$ cat src/rtl/stream_demux_pkg.sv
// Shared constants and helpers for the stream demultiplexer.
// Supplies the default widths and the saturating counter increment.
package stream_demux_pkg;

    localparam int DATA_W_DEF = 8;
    localparam int NUM_CH_DEF = 8;
    localparam int CNT_W_DEF  = 8;

    // Increment that sticks at the all-ones value of a w-bit counter (w < 64).
    function automatic logic [63:0] sat_inc(input logic [63:0] value, input int w);
        logic [63:0] max_val;
        max_val = (64'd1 << w) - 64'd1;
        return (value >= max_val) ? max_val : value + 64'd1;
    endfunction

endpackage

$ cat src/rtl/stream_demux_if.sv
// Producer-side and consumer-side handshake bundle of the stream demultiplexer.
// master = bench/system side, slave = demux side.
interface stream_demux_if #(
    parameter int DATA_W = 8,
    parameter int NUM_CH = 8,
    parameter int SEL_W  = (NUM_CH > 1) ? $clog2(NUM_CH) : 1
);
    logic                     in_valid;
    logic                     in_ready;
    logic [DATA_W-1:0]        in_data;
    logic [SEL_W-1:0]         in_sel;
    logic [NUM_CH-1:0]        out_valid;
    logic [NUM_CH-1:0]        out_ready;
    logic [NUM_CH*DATA_W-1:0] out_data;

    modport master (
        output in_valid, in_data, in_sel, out_ready,
        input  in_ready, out_valid, out_data
    );

    modport slave (
        input  in_valid, in_data, in_sel, out_ready,
        output in_ready, out_valid, out_data
    );
endinterface

$ cat src/rtl/stream_demux_slot.sv
// One-entry holding register for a single demux output channel.
// A push in the same cycle as a pop reloads the slot without a bubble.
module demux_slot #(
    parameter int DATA_W = 8
) (
    input  logic              clk,
    input  logic              rst_n,
    input  logic              push,
    input  logic              pop,
    input  logic [DATA_W-1:0] wdata,
    output logic              full,
    output logic [DATA_W-1:0] data
);
    logic              full_reg;
    logic [DATA_W-1:0] data_reg;

    always_ff @(posedge clk) begin
        if (!rst_n) begin
            full_reg <= 1'b0;
            data_reg <= '0;
        end else if (push) begin
            full_reg <= 1'b1;
            data_reg <= wdata;
        end else if (pop) begin
            // Data is left in place; it is don't-care while the slot is empty.
            full_reg <= 1'b0;
        end
    end

    assign full = full_reg;
    assign data = data_reg;
endmodule

$ cat src/rtl/stream_demux.sv
// Registered 1-to-NUM_CH stream demultiplexer with per-channel holding slots
// and a saturating counter of beats addressed to non-existent channels.
module stream_demux
    import stream_demux_pkg::*;
#(
    parameter int DATA_W = DATA_W_DEF,
    parameter int NUM_CH = NUM_CH_DEF,
    parameter int SEL_W  = (NUM_CH > 1) ? $clog2(NUM_CH) : 1,
    parameter int CNT_W  = CNT_W_DEF
) (
    input  logic             clk,
    input  logic             rst_n,
    stream_demux_if.slave    bus,
    output logic [CNT_W-1:0] drop_cnt
);
    logic [NUM_CH-1:0]        sel_onehot;
    logic [NUM_CH-1:0]        slot_free;
    logic [NUM_CH-1:0]        push_vec;
    logic [NUM_CH-1:0]        pop_vec;
    logic [NUM_CH-1:0]        full_vec;
    logic [NUM_CH*DATA_W-1:0] data_vec;
    logic                     in_range;
    logic                     ready;
    logic                     accept;
    logic [CNT_W-1:0]         drop_cnt_reg;

    // One-hot decode; indices >= NUM_CH decode to all zeros, which marks them out of range.
    generate
        for (genvar gi = 0; gi < NUM_CH; gi++) begin : g_decode
            assign sel_onehot[gi] = (bus.in_sel == SEL_W'(gi));
        end
    endgenerate

    assign in_range  = |sel_onehot;
    assign slot_free = ~full_vec | bus.out_ready;
    // Only the addressed channel's state feeds in_ready; other channels never stall the input.
    assign ready     = in_range ? |(sel_onehot & slot_free) : 1'b1;
    assign accept    = bus.in_valid && ready;
    assign push_vec  = accept ? sel_onehot : '0;
    assign pop_vec   = full_vec & bus.out_ready;

    generate
        for (genvar gi = 0; gi < NUM_CH; gi++) begin : g_slot
            demux_slot #(.DATA_W(DATA_W)) u_slot (
                .clk   (clk),
                .rst_n (rst_n),
                .push  (push_vec[gi]),
                .pop   (pop_vec[gi]),
                .wdata (bus.in_data),
                .full  (full_vec[gi]),
                .data  (data_vec[gi*DATA_W +: DATA_W])
            );
        end
    endgenerate

    always_ff @(posedge clk) begin
        if (!rst_n) begin
            drop_cnt_reg <= '0;
        end else if (accept && !in_range) begin
            drop_cnt_reg <= CNT_W'(sat_inc(64'(drop_cnt_reg), CNT_W));
        end
    end

    assign bus.in_ready  = ready;
    assign bus.out_valid = full_vec;
    assign bus.out_data  = data_vec;
    assign drop_cnt      = drop_cnt_reg;
endmodule
$ cat src/flat_wrapper.sv
// flat-port wrapper written by rule: the top's interface ports become plain ports
module stream_demux_flat import stream_demux_pkg::*;
#(
    parameter int DATA_W = DATA_W_DEF,
    parameter int NUM_CH = NUM_CH_DEF,
    parameter int SEL_W  = (NUM_CH > 1) ? $clog2(NUM_CH) : 1,
    parameter int CNT_W  = CNT_W_DEF
)
  (clk, rst_n, drop_cnt, bus_in_valid, bus_in_data, bus_in_sel, bus_out_ready, bus_in_ready, bus_out_valid, bus_out_data);
  stream_demux_if #(.DATA_W(DATA_W), .NUM_CH(NUM_CH), .SEL_W(SEL_W)) bus_i ();
  input  logic clk;
  input  logic rst_n;
  output logic [CNT_W-1:0] drop_cnt;
  input wire logic [$bits(bus_i.in_valid)-1:0] bus_in_valid;
  input wire logic [$bits(bus_i.in_data)-1:0] bus_in_data;
  input wire logic [$bits(bus_i.in_sel)-1:0] bus_in_sel;
  input wire logic [$bits(bus_i.out_ready)-1:0] bus_out_ready;
  output wire logic [$bits(bus_i.in_ready)-1:0] bus_in_ready;
  output wire logic [$bits(bus_i.out_valid)-1:0] bus_out_valid;
  output wire logic [$bits(bus_i.out_data)-1:0] bus_out_data;
  assign bus_i.in_valid = bus_in_valid;
  assign bus_i.in_data = bus_in_data;
  assign bus_i.in_sel = bus_in_sel;
  assign bus_i.out_ready = bus_out_ready;
  assign bus_in_ready = bus_i.in_ready;
  assign bus_out_valid = bus_i.out_valid;
  assign bus_out_data = bus_i.out_data;
  stream_demux #(.DATA_W(DATA_W), .NUM_CH(NUM_CH), .SEL_W(SEL_W), .CNT_W(CNT_W)) u_core (.clk(clk), .rst_n(rst_n), .bus(bus_i), .drop_cnt(drop_cnt));
endmodule
$ cat config.mk
export PLATFORM = sky130hd
export DESIGN_NAME = stream_demux_flat
export DESIGN_NICKNAME = d
export VERILOG_FILES = /design/src/rtl/stream_demux_pkg.sv /design/src/rtl/stream_demux_if.sv /design/src/rtl/stream_demux_slot.sv /design/src/rtl/stream_demux.sv /design/src/flat_wrapper.sv
export SDC_FILE = /design/constraint.sdc
export NUM_CORES = 1
export LEC_CHECK = 0
export CAP_MARGIN = 25
export CORE_UTILIZATION = 49
export CTS_BUF_LIST = sky130_fd_sc_hd__clkbuf_4 sky130_fd_sc_hd__clkbuf_8 sky130_fd_sc_hd__clkbuf_16
export DETAILED_ROUTE_END_ITERATION = 10
export MAX_ROUTING_LAYER = met4
export PLACE_DENSITY = 0.85
export SYNTH_ARGS = -nofsm -noshare
export SYNTH_HDL_FRONTEND = slang
export SYNTH_HIERARCHICAL = 1
export SYNTH_SLANG_ARGS = --single-unit
$ cat constraint.sdc
create_clock -name clk -period 2.1 [get_ports clk]
set_input_delay 0.315 -clock clk [delete_from_list [all_inputs] [get_ports clk]]
set_output_delay 0.315 -clock clk [all_outputs]
set_load 0.03 [all_outputs]
==> impl_metrics.toml, run 1 <==
[layout]
diodes = 0
syn_to_final_growth_pct = 43.5
largest_register_ffs = 64
final_common_cell = "clkdlybuf4s50_1"
nNetsFinal = 419
final_cells = 477
drive_above_1_share = 0.104
final_cell_mix = "clkdlybuf4s50_1 (99), dfxtp_1 (80), nor2b_1 (73)"
design_area_um2 = 4500
fin_util = 0.742

[global_route]
grt_pass1_wl_um = 11000
antenna_found_initial = 0
overflow = 0
grt_pass1_vias = 2146
grt_max_degree = 63
grt_usage = 0.234

[setup_path]
worstSetupPathType = "input pin to output pin"
worstRegToRegCells = 6
path_buf_inv = 3
worstPathCellList = "clkdlybuf4s50_1 -> buf_4 -> o211ai_1 -> and3_1 -> o21ai_1 -> buf_4"
max_stage_delay_ps = 620
crit_path_end_kind = "output pin"
path_common_cell = "buf_4"
cp_max_fo = 6
cp.arrival_ps = 1730
path_depth = 6
critPathTopFamily = "buffers and inverters"
crit_required_ps = 1780
start_kind = "input pin"
reg2reg_setup_slack_ps = 570
crit_path_top_delay_cell = "clkdlybuf4s50_1"

[route]
drc_errors = 0
routed_wl_um = 7510
vias = 2354
ant_nets = 0
post_drt_wl_per_cell_um = 15.7
first_pass_iters = 4
viasPerCell = 4.94
drtIter0Drc = 91

[floorplan]
num_rows = 28
num_io_pins = 103
core_area_um2 = 6060
start_util = 0.517
die_area_um2 = 6720
die_y_um = 82.0
fp.dieW_um = 82.0

[synth]
synthCells = 278
synth_seq_cells = 80
yosys.area.top_type_share = 0.511
synth_area_leaders = "dfxtp_1 (51%), mux2i_1 (20%), nor2b_1 (15%)"
syn_nets = 300
synth_area_um2 = 3130
avgSynthCellArea_um2 = 11.3
ys_seq_area_frac = 0.511
synth_top_cell_by_area = "dfxtp_1"
synth.distinct_cells = 22
ys.warnings.count = 6

[placement]
dp.cells = 461
dpl.hpwl_um = 5040
dpl_cell_area_um2 = 4290
portBuffers = 102
globalplace.congestion = 0.848

[power_and_ir_drop]
ir_drop_mv = 0.478
leakage_nw = 1.54
power_mw = 2.98
power.density_nw_per_um2 = 663

[sta]
tightest_slew_ps = 362
post-route-period-util = 0.975
setup_violations = 0
maxSlewHeadroom = 0.758
final_max_slew_viol_count = 0
final_hold_viol_count = 0
period_minus_slack_ps = 2050
fmaxAchievable_ghz = 0.488
fin_skew_ps = 8.69

[cts]
cts_made_buffers = 9
hold_buffers = 0
clkTransAtPathRegs_ps = 80
clock-root-buffer = "clkbuf_8"
clkSinkCount = 80
clkLatencyLatePin_ps = 350
ctsHtreeMaxLevel = 3
clock_path_buffers = 2
tritoncts = "done"

[worst_hold_path]
hold_path_class = "input pin to register"
min_delay_path_depth = 2

[run]
drv_cap = 0

[status]
outcome = "completed"
## per-stage QoR
stage                     setup TNS (ps)  hold slack [ps]  worst slack, ps
final                                  0              376             51.7
after global routing               -4.18              377            -4.18
after CTS                              0              359             23.3
after detailed placement               0              448             6.49
after global placement                 0              443             59.9
after floorplan                        0              433              499
## Yosys cell counts
cell,number
dfxtp_1,80
nor2b_1,73
mux2i_1,64
and2_1,16
buf_6,9
o21a_1,8
inv_1,4
nor2_1,4
nor3_1,3
a211oi_1,2
nand2_1,2
nor4_1,2
o21ai_1,2
a2111oi_1,1
a31oi_1,1
and3_1,1
inv_2,1
nand2b_4,1
nand3b_1,1
nor3b_2,1
o211ai_1,1
o311ai_2,1
## cell families after synthesis
kind of cell / count (synthesis) / share of synthesized area
flip-flops: 80 / 0.511
AO/OA/AOI/OAI: 16 / 0.0399
buffers and inverters: 14 / 0.0383
AND/OR/NAND/NOR: 104 / 0.206
multiplexers: 64 / 0.204
## power breakdown
part | switching (mW) | internal (mW) | total (mW) | leakage (nW)
sequential | 0.0187 | 1.55 | 1.57 | 0.647
combinational | 0.187 | 0.166 | 0.353 | 0.805
clock | 0.538 | 0.524 | 1.06 | 0.0906
## worst paths after layout
kind                                start                               to
min reg2reg            u_core/drop_cnt[7]               u_core/drop_cnt[7]
min                                 rst_n  u_core/g_slot[0].u_slot/data[0]
max reg2reg  u_core/g_slot[0].u_slot/full  u_core/g_slot[0].u_slot/data[1]
max                         bus_in_sel[1]                     bus_in_ready
## per-layer routing
metal  vias up  share of wire  global-route usage
met5         -              0                   -
met4         0          0.017               0.102
met3        14          0.072              0.0567
met2        84           0.44               0.340
met1      1089           0.47               0.307
li1       1167              -                   -
## repair_timing
item                                    in CTS  in global routing
endpoints found under the setup margin       0                  1
setup buffers                                0                  0
gates resized for setup                      0                  2
## layout make-up
cell class | instances | area (um2)
timing repair buffer | 117 | 1140
fill | 452 | 1560
multi-input combinational | 184 | 1450
clock inverter | 4 | 27.5
inverter | 5 | 18.8
tap | 75 | 93.8
clock buffer | 12 | 165
sequential | 80 | 1600
Power figures use the tool's default switching activity.
==> run 2: changes to the inputs <==
--- a/config.mk
+++ b/config.mk
@@ -9,6 +9,7 @@
 export CORE_UTILIZATION = 49
 export CTS_BUF_LIST = sky130_fd_sc_hd__clkbuf_4 sky130_fd_sc_hd__clkbuf_8 sky130_fd_sc_hd__clkbuf_16
 export DETAILED_ROUTE_END_ITERATION = 10
+export GPL_ROUTABILITY_DRIVEN = 0
 export MAX_ROUTING_LAYER = met4
 export PLACE_DENSITY = 0.85
 export SYNTH_ARGS = -nofsm -noshare
==> results of run 2 <==
The final DEF is identical to that of run 1; final timing and power are the same.
==> run 3: changes to the inputs <==
--- a/config.mk
+++ b/config.mk
@@ -11,7 +11,7 @@
 export DETAILED_ROUTE_END_ITERATION = 10
 export GPL_ROUTABILITY_DRIVEN = 0
 export MAX_ROUTING_LAYER = met4
-export PLACE_DENSITY = 0.85
+export PLACE_DENSITY = 0.88
 export SYNTH_ARGS = -nofsm -noshare
 export SYNTH_HDL_FRONTEND = slang
 export SYNTH_HIERARCHICAL = 1
==> run 3 against run 2 <==
Net effect:
- routed wire length is 5.3% higher
- clock power is 30% higher
- non-clock buffer count is 3 higher
- die area stayed put
- sequential share of layout area is 0.63 points lower
- critical endpoint unchanged
- clock-buffer cell count is 1 lower
- first-iteration DRC count is 4.4% higher
==> impl_metrics.toml, run 3 (same netlist as run 1, synthesis figures left out) <==
[floorplan]
fp.dieW_um = 82.0
start_util = 0.517
core_area_um2 = 6060
die_y_um = 82.0
die_area_um2 = 6720
num_rows = 28
num_io_pins = 103

[layout]
final_common_cell = "clkdlybuf4s50_1"
ff_latch_area_um2 = 1600
multiInputGateArea_um2 = 1450
largest_register_ffs = 64
diodes = 0
syn_to_final_growth_pct = 46.1
drive_above_1_share = 0.111
nFillCells = 442
final_cell_mix = "clkdlybuf4s50_1 (98), dfxtp_1 (80), nor2b_1 (73)"
nNetsFinal = 422
design_area_um2 = 4580

[placement]
dpl.hpwl_um = 5480
portBuffers = 102
dpl_cell_area_um2 = 4320

[route]
viasPerCell = 5.06
drtIter0Drc = 95
routed_wl_um = 7910
post_drt_wl_per_cell_um = 16.5
first_pass_iters = 6
drc_errors = 0
vias = 2429
ant_nets = 0

[global_route]
overflow = 0
use_met2 = 0.393
use_met3 = 0.0678
antenna_found_initial = 0
met1_usage = 0.304
grt_pass1_vias = 2439
grt_max_degree = 30
grt_usage = 0.249
top_usage_layer = "met2"
grt_pass1_wl_um = 11900

[power_and_ir_drop]
p_int_mw = 2.55
seqPwrFrac = 0.474
p_comb_frac = 0.108
leakage_nw = 1.60
clkPwrFrac = 0.418
power.density_nw_per_um2 = 722
p_sw_frac = 0.229
ir_drop_mv = 0.475
power.switching_mw = 0.757

[worst_hold_path]
min_delay_path_depth = 2
hold_path_class = "input pin to register"
hp-start = "rst_n"
hold_end = "u_core/g_slot[7].u_slot/full"

[cts]
clkLatencyLatePin_ps = 340
cts_made_buffers = 9
hold_buffers = 0
tritoncts = "done"
clock-root-buffer = "clkbuf_8"
post_cts_buffers = 0
clock_path_buffers = 2
clkTransAtPathRegs_ps = 80
clkSinkCount = 80
ctsHtreeMaxLevel = 3

[sta]
period_minus_slack_ps = 1920
post-route-period-util = 0.915
maxSlewHeadroom = 0.676
fmaxAchievable_ghz = 0.520
final_max_slew_viol_count = 0
rsz0062_at_grt = "no"
setup_violations = 0
fin_tns_setup_ps = 0
tightest_slew_ps = 487
fin_skew_ps = 9.01
hold_ws_ps = 450
final_hold_viol_count = 0

[setup_path]
crit_path_end_kind = "output pin"
start_kind = "input pin"
cp.arrival_ps = 1610
reg2reg_setup_slack_ps = 580
crit_required_ps = 1780
cp_max_fo = 3
r2r_start = "u_core/g_slot[7].u_slot/full"
worstSetupPathType = "input pin to output pin"
worstRegToRegCells = 6
worstReg2RegEnd = "u_core/g_slot[7].u_slot/data[2]"

[run]
drv_cap = 0

[status]
outcome = "completed"
[run 3: critical path: stages]
cell and delay (ps):
clkdlybuf4s50_1 470, nand3b_1 160, o311ai_4 150, and3_1 210
o21ai_1 120, buf_4 170
[run 3: power groups by stage]
stage,clock (mW),combinational [mW],sequential [mW]
6_report,1.38,0.358,1.57
5_1_grt,1.48,0.379,1.57
4_1_cts,1.41,0.358,1.57
3_5_place_dp,0,0.354,1.60
3_3_place_gp,0,0.348,1.60
2_1_floorplan,0,0.117,1.66
[run 3: how the worst max path moves through the flow]
stage	to	depth (start not counted)	start	slack, ps
after floorplan	bus_in_ready	4	u_core/g_slot[7].u_slot/full	500
after global placement	u_core/g_slot[2].u_slot/data[1]	6	bus_in_sel[1]	60
after detailed placement	u_core/g_slot[2].u_slot/data[1]	6	bus_in_sel[1]	-30
after CTS	bus_in_ready	6	bus_in_sel[0]	30
after global routing	bus_in_ready	5	u_core/g_slot[5].u_slot/full	110
final	bus_in_ready	6	bus_out_ready[7]	180
[run 3: area by class of cell]
class | instances | area share
Sequential cell | 80 | 0.350
Clock inverter | 5 | 0.0227
Timing Repair Buffer | 120 | 0.255
Tap cell | 75 | 0.0205
Clock buffer | 11 | 0.0317
Inverter | 5 | 0.00410
Multi-Input combinational cell | 184 | 0.317
[run 3: repair_timing]
action | CTS | global route
hold endpoints to repair | 0 | 0
resized for setup | 1 | 2
endpoints found under the setup margin | 1 | 1
pin swaps | 0 | 0
[run 3: stage by stage]
| stage | setup WS (ps) | cells | total power, mW | util |
|---|---|---|---|---|
| after floorplan | 499 | 278 | 1.78 | - |
| after global placement | 61.5 | 464 | 1.95 | 0.712 |
| after detailed placement | -25.2 | 464 | 1.96 | 0.712 |
| after CTS | 26.8 | 480 | 3.34 | 0.755 |
| after global routing | 113 | 480 | 3.42 | 0.756 |
| final | 178 | 480 | 3.31 | 0.756 |
[run 3: metal layers]
| metal | up-vias | share of wire |
|---|---|---|
| met5 | - | 0 |
| met4 | 0 | 0.013 |
| met3 | 10 | 0.071 |
| met2 | 81 | 0.46 |
| met1 | 1162 | 0.46 |
| li1 | 1176 | - |
